--- src/rtl/alu_req_arbiter.sv ---
// Round-robin front end that shares one registered-latency ALU between two requesters.
// Optional ALU_ARB_PERF_EN adds saturating grant/error counters as extra output ports.
module alu_req_arbiter #(
  parameter int DATA_W  = 4,
  parameter int RES_W   = 10,
  parameter int ALU_LAT = 1
) (
  input  logic              clk,
  input  logic              rst_n,
  input  logic              req0_valid,
  output logic              req0_ready,
  input  logic [3:0]        req0_opcode,
  input  logic [DATA_W-1:0] req0_a,
  input  logic [DATA_W-1:0] req0_b,
  input  logic              req1_valid,
  output logic              req1_ready,
  input  logic [3:0]        req1_opcode,
  input  logic [DATA_W-1:0] req1_a,
  input  logic [DATA_W-1:0] req1_b,
  output logic [3:0]        alu_opcode,
  output logic [DATA_W-1:0] alu_a,
  output logic [DATA_W-1:0] alu_b,
  input  logic [RES_W-1:0]  alu_out,
  output logic              rsp_valid,
  input  logic              rsp_ready,
  output logic              rsp_id,
  output logic [RES_W-1:0]  rsp_data,
  output logic              rsp_err
`ifdef ALU_ARB_PERF_EN
  ,
  output logic [15:0]       perf_gnt0,
  output logic [15:0]       perf_gnt1,
  output logic [7:0]        perf_err
`endif
);

  localparam int CNT_W = (ALU_LAT < 2) ? 1 : $clog2(ALU_LAT + 1);

  typedef enum logic [1:0] {S_IDLE, S_WAIT, S_RESP} state_t;

  state_t              state_q, state_d;
  logic                rr_q, rr_d;
  logic [CNT_W-1:0]    cnt_q, cnt_d;
  logic [3:0]          alu_opcode_q, alu_opcode_d;
  logic [DATA_W-1:0]   alu_a_q, alu_a_d;
  logic [DATA_W-1:0]   alu_b_q, alu_b_d;
  logic                rsp_valid_q, rsp_valid_d;
  logic                rsp_id_q, rsp_id_d;
  logic [RES_W-1:0]    rsp_data_q, rsp_data_d;
  logic                rsp_err_q, rsp_err_d;

  logic                any_valid;
  logic                idle_ok;
  logic                accept;
  logic                gnt_id;
  logic [3:0]          gnt_op;
  logic [DATA_W-1:0]   gnt_a;
  logic [DATA_W-1:0]   gnt_b;
  logic                gnt_legal;

  // On contention the requester that did not win last time is granted.
  assign any_valid  = req0_valid | req1_valid;
  assign gnt_id     = (req0_valid && req1_valid) ? ~rr_q : ~req0_valid;
  assign idle_ok    = (state_q == S_IDLE) && rst_n;
  assign accept     = idle_ok && any_valid;
  assign req0_ready = accept && !gnt_id;
  assign req1_ready = accept && gnt_id;
  assign gnt_op     = gnt_id ? req1_opcode : req0_opcode;
  assign gnt_a      = gnt_id ? req1_a : req0_a;
  assign gnt_b      = gnt_id ? req1_b : req0_b;
  assign gnt_legal  = (gnt_op >= 4'b0101) && (gnt_op <= 4'b1011);

  always_comb begin
    state_d      = state_q;
    rr_d         = rr_q;
    cnt_d        = cnt_q;
    alu_opcode_d = alu_opcode_q;
    alu_a_d      = alu_a_q;
    alu_b_d      = alu_b_q;
    rsp_valid_d  = rsp_valid_q;
    rsp_id_d     = rsp_id_q;
    rsp_data_d   = rsp_data_q;
    rsp_err_d    = rsp_err_q;
    case (state_q)
      S_IDLE: begin
        if (accept) begin
          rr_d     = gnt_id;
          rsp_id_d = gnt_id;
          if (gnt_legal) begin
            alu_opcode_d = gnt_op;
            alu_a_d      = gnt_a;
            alu_b_d      = gnt_b;
            cnt_d        = CNT_W'(ALU_LAT);
            state_d      = S_WAIT;
          end else begin
            rsp_valid_d = 1'b1;
            rsp_err_d   = 1'b1;
            rsp_data_d  = '0;
            state_d     = S_RESP;
          end
        end
      end
      S_WAIT: begin
        // ALU_LAT edges for the ALU output register to settle, capture on the next one.
        if (cnt_q == '0) begin
          rsp_data_d   = alu_out;
          rsp_err_d    = 1'b0;
          rsp_valid_d  = 1'b1;
          alu_opcode_d = 4'b0000;
          state_d      = S_RESP;
        end else begin
          cnt_d = cnt_q - CNT_W'(1);
        end
      end
      S_RESP: begin
        if (rsp_ready) begin
          rsp_valid_d = 1'b0;
          state_d     = S_IDLE;
        end
      end
      default: state_d = S_IDLE;
    endcase
  end

  always_ff @(posedge clk) begin
    if (!rst_n) begin
      state_q      <= S_IDLE;
      rr_q         <= 1'b1;
      cnt_q        <= '0;
      alu_opcode_q <= 4'b0000;
      alu_a_q      <= '0;
      alu_b_q      <= '0;
      rsp_valid_q  <= 1'b0;
      rsp_id_q     <= 1'b0;
      rsp_data_q   <= '0;
      rsp_err_q    <= 1'b0;
    end else begin
      state_q      <= state_d;
      rr_q         <= rr_d;
      cnt_q        <= cnt_d;
      alu_opcode_q <= alu_opcode_d;
      alu_a_q      <= alu_a_d;
      alu_b_q      <= alu_b_d;
      rsp_valid_q  <= rsp_valid_d;
      rsp_id_q     <= rsp_id_d;
      rsp_data_q   <= rsp_data_d;
      rsp_err_q    <= rsp_err_d;
    end
  end

  assign alu_opcode = alu_opcode_q;
  assign alu_a      = alu_a_q;
  assign alu_b      = alu_b_q;
  assign rsp_valid  = rsp_valid_q;
  assign rsp_id     = rsp_id_q;
  assign rsp_data   = rsp_data_q;
  assign rsp_err    = rsp_err_q;

`ifdef ALU_ARB_PERF_EN
  logic [15:0] perf_gnt0_q, perf_gnt0_d;
  logic [15:0] perf_gnt1_q, perf_gnt1_d;
  logic [7:0]  perf_err_q, perf_err_d;

  always_comb begin
    perf_gnt0_d = perf_gnt0_q;
    perf_gnt1_d = perf_gnt1_q;
    perf_err_d  = perf_err_q;
    if (req0_ready && !(&perf_gnt0_q)) perf_gnt0_d = perf_gnt0_q + 16'd1;
    if (req1_ready && !(&perf_gnt1_q)) perf_gnt1_d = perf_gnt1_q + 16'd1;
    if (accept && !gnt_legal && !(&perf_err_q)) perf_err_d = perf_err_q + 8'd1;
  end

  always_ff @(posedge clk) begin
    if (!rst_n) begin
      perf_gnt0_q <= '0;
      perf_gnt1_q <= '0;
      perf_err_q  <= '0;
    end else begin
      perf_gnt0_q <= perf_gnt0_d;
      perf_gnt1_q <= perf_gnt1_d;
      perf_err_q  <= perf_err_d;
    end
  end

  assign perf_gnt0 = perf_gnt0_q;
  assign perf_gnt1 = perf_gnt1_q;
  assign perf_err  = perf_err_q;
`endif

endmodule

--- config.mk ---
export PLATFORM = sky130hd
export DESIGN_NAME = alu_req_arbiter
export DESIGN_NICKNAME = d
export VERILOG_FILES = /design/src/rtl/alu_req_arbiter.sv
export SDC_FILE = /design/constraint.sdc
export NUM_CORES = 1
export LEC_CHECK = 0
export ABC_AREA = 1
export CAP_MARGIN = 30
export CORE_UTILIZATION = 40
export CTS_CLUSTER_DIAMETER = 200
export DETAILED_ROUTE_END_ITERATION = 10
export HOLD_SLACK_MARGIN = 0.03
export PLACE_DENSITY = 0.78
export SLEW_MARGIN = 20
export SYNTH_ARGS = -nofsm -noshare
export SYNTH_HDL_FRONTEND = slang
export SYNTH_SLANG_ARGS = --single-unit
--- constraint.sdc ---
create_clock -name clk -period 1.85 [get_ports clk]
set_input_delay 0.4625 -clock clk [delete_from_list [all_inputs] [get_ports clk]]
set_output_delay 0.4625 -clock clk [all_outputs]
set_load 0.02 [all_outputs]
==> results.md <==
### Route
• total wire length after detailed routing: 3964 um
• Final ANT Viol Nets: 0
• Starting DRT DRC Count: 46
• length of the first detailed-routing pass in iterations: 4
• vias per cell: 4.895
• via count: 1591
• total met3 wirelength after detailed routing: 204 um
• Met1 Wirelength: 1691 um
• met2 wirelength from detailed routing: 1995 um
• highest routing layer actually used: met4
• DRC violation count after routing: 0
• average detailed-routed wire length per instance: 12.20 um

### Worst setup path
• delay of the slowest critical-path stage: 330 ps
• Worst EP required: 2120 ps
• CP max FO: 3
• critical path type: register to register
• Worst EP arrival: 2060 ps
• critical path capture point type: register
• Worst path slowest cell: dfxtp_2
• library cell appearing most often on the critical path: buf_4
• startpoint type of the worst setup path: register
• cells along the critical path: inv_2, nand2_2, nor2_2, nand2_2, inv_2, nand2_2, buf_6, buf_4, buf_4, buf_4, buf_4, buf_4, buf_6, a21oi_2

### Global routing
• antenna violations before repair: 0
• global routing usage summed across all routing layers: 24.17%
• via count of the first global-routing pass: 1504
• wire length of the first global-routing pass: 6506 um
• pin count of the biggest net entering global routing: 26
• total congestion overflow after global routing: 0

### Timing
• Final Setup Violations: 0
• number of pins with negative max-slew slack in the final report: 0
• worst hold-check slack: 447.9 ps
• relative slew slack: 72.17%
• share of the clock period used by the worst path: 96.66%
• smallest setup slack after layout: 61.77 ps
• summed negative setup slack over all endpoints: 0 ps
• Post-Route Skew: 10.71 ps
• maximum frequency from static timing analysis: 559.2 MHz
• final hold violation count: 0
• min Tclk post-route: 1788 ps
• Tightest Pin Transition: 416.9 ps

### Final layout
• area growth from synthesis to layout: 75.14%
• leading cell types in the layout, fill and taps excluded: 60 x clkdlybuf4s50_1, 39 x nand2_1, 34 x buf_4
• Fill cells: 251
• utilization of the core after routing: 76.31%
• Antenna diodes: 0
• share of post-route cells with drive strength above 1: 28.47%
• final std cell area, no fill: 2406 sq um
• most common library cell in the layout ignoring fill and taps: clkdlybuf4s50_1
• layout net count: 320
• post-route non-filler standard cell count: 325

### Yosys
• share of synthesized area spent on multiplexers: 6.557%
• count of state elements after synthesis: 29
• fraction of the mapped netlist area in adder cells: 0%
• Mapped Area: 1374 sq um
• mean instance size in the synthesized netlist: 7.632 sq um
• post-synthesis cell count: 180
• share of the yosys chip area belonging to registers: 42.26%
• synthesized-area fraction occupied by xor and xnor cells: 0%
• Synth Area in Simple Gates: 32.33%
• post-synth cell types: 24
• Syn Nets: 219
• Synth Area in Compound Gates: 11.02%
• largest family of logic cells by synthesized area: simple AND/OR/NAND/NOR gates
• synth warn: 0

### Place
• DP Worst Slack: -599.5 ps
• number of buffers inserted by port buffering: 65
• Detailed Place HPWL: 2846 um
• final weighted congestion of routability-driven global placement: 0.8025
• placed cell count: 311
• cell area after placement: 2253 sq um

### Clock tree
• clock transition at the registers of the reported paths: 90 ps
• root buffer selected by CTS: clkbuf_4
• Sinks on Clock Net: 29
• level count of the clock H-tree: 2
• TritonCTS Buffers: 5
• quantity of hold-fixing buffers added after cts: 0
• clock tree from TritonCTS: yes
• Worst-Skew Late Latency: 330 ps
• Max clock buf depth: 2

### Pwr
• total design power: 1.807 mW
• IR drop worst, VDD: 0.4202 mV
• Leakage Power: 0.9806 nW
• areal power density over the cells: 750.8 nW/um^2

### Run status
• run status: complete, no violations

### Floorplanning
• Placement Rows: 20
• Die Footprint: 3673 sq um
• Initial Util: 43.57%
• Die X-Extent: 60.61 um
• height of the die: 60.61 um
• number of top-level pins: 66
• floorplan core area: 3153 sq um

### Min path
• kind of path behind the tightest hold check: register to register

### Run
• max_cap viols: 0

## Yosys cell counts, drive strengths merged
| cell | n | area (sq um) |
|---|---|---|
| buf | 5 | 40.04 |
| nand3 | 26 | 145.1 |
| nor3 | 2 | 10.01 |
| clkbuf | 3 | 11.26 |
| a21oi | 27 | 138.9 |
| nand2 | 48 | 200.2 |
| o211ai | 1 | 7.510 |
| inv | 15 | 56.31 |
| nand3b | 3 | 22.52 |
| mux2 | 8 | 90.09 |
| dfxtp | 29 | 580.6 |
| nor2 | 7 | 28.78 |
| or2 | 1 | 6.260 |
| o21ai | 1 | 5.000 |
| nand4 | 4 | 31.28 |
## worst max-delay path, delay by kind of cell, from the launching register on
kind | cells | cell delay [ps]
buf+inv | 9 | 990
simple gates | 4 | 350
flops | 1 | 330
compound gates | 1 | 90
## cells by family (layout without fill, tap and decap cells)
logic type,Yosys count,in the layout
and+or+nand+nor,91,91
AOI/OAI and AO/OA,29,29
DFF,29,29
buffers and inverters,23,124
muxes,8,8
## final timing paths
check | from | end | slack [ps] | depth (start not counted)
hold reg to reg | rsp_valid$_SDFFE_PN0P_ | rsp_valid$_SDFFE_PN0P_ | 450 | 2
setup / recovery | state_q[0]$_SDFFE_PN0P_ | rsp_id$_SDFFE_PN0P_ | 60 | 14
hold / removal | rsp_valid$_SDFFE_PN0P_ | rsp_valid$_SDFFE_PN0P_ | 450 | 2
setup reg to reg | state_q[0]$_SDFFE_PN0P_ | rsp_id$_SDFFE_PN0P_ | 60 | 14
## routing by layer
layer	vias to the layer above	global-route usage, %
met5	-	0
met1	732	27.39
li1	807	-
met2	46	42.07
met4	0	9.740
met3	6	7.676
## registers in the layout, indices dropped and copies added (netlist names)
name,cells
alu_a,4
cnt_q,1
alu_opcode,4
rr_q,1
rsp_valid,1
rsp_err,1
state_q,2
rsp_id,1
rsp_data,10
alu_b,4
## layout make-up
class                   instances  area, sq um  area share [%]
repair buffers                102        934.6           38.85
inverters                      15        56.30           2.340
clock inverters                 2        35.03           1.456
well taps                      44        55.05           2.288
flip-flops and latches         29        583.1           24.23
multi-input cells             128        704.4           29.28
clock buffers                   5        37.54           1.560
## where the power goes
group | total, mW | internal (mW) | switching [mW]
Sequential | 0.694 | 0.671 | 0.0237
Combinational | 0.617 | 0.322 | 0.295
Clock | 0.495 | 0.275 | 0.220
## what timing repair did
item                       in CTS  in global routing
pin swaps                       2                  4
setup endpoints to repair      28                 19
buffers inserted                6                  1
gates resized for setup        15                 15
(Power assumes the default switching activity.)
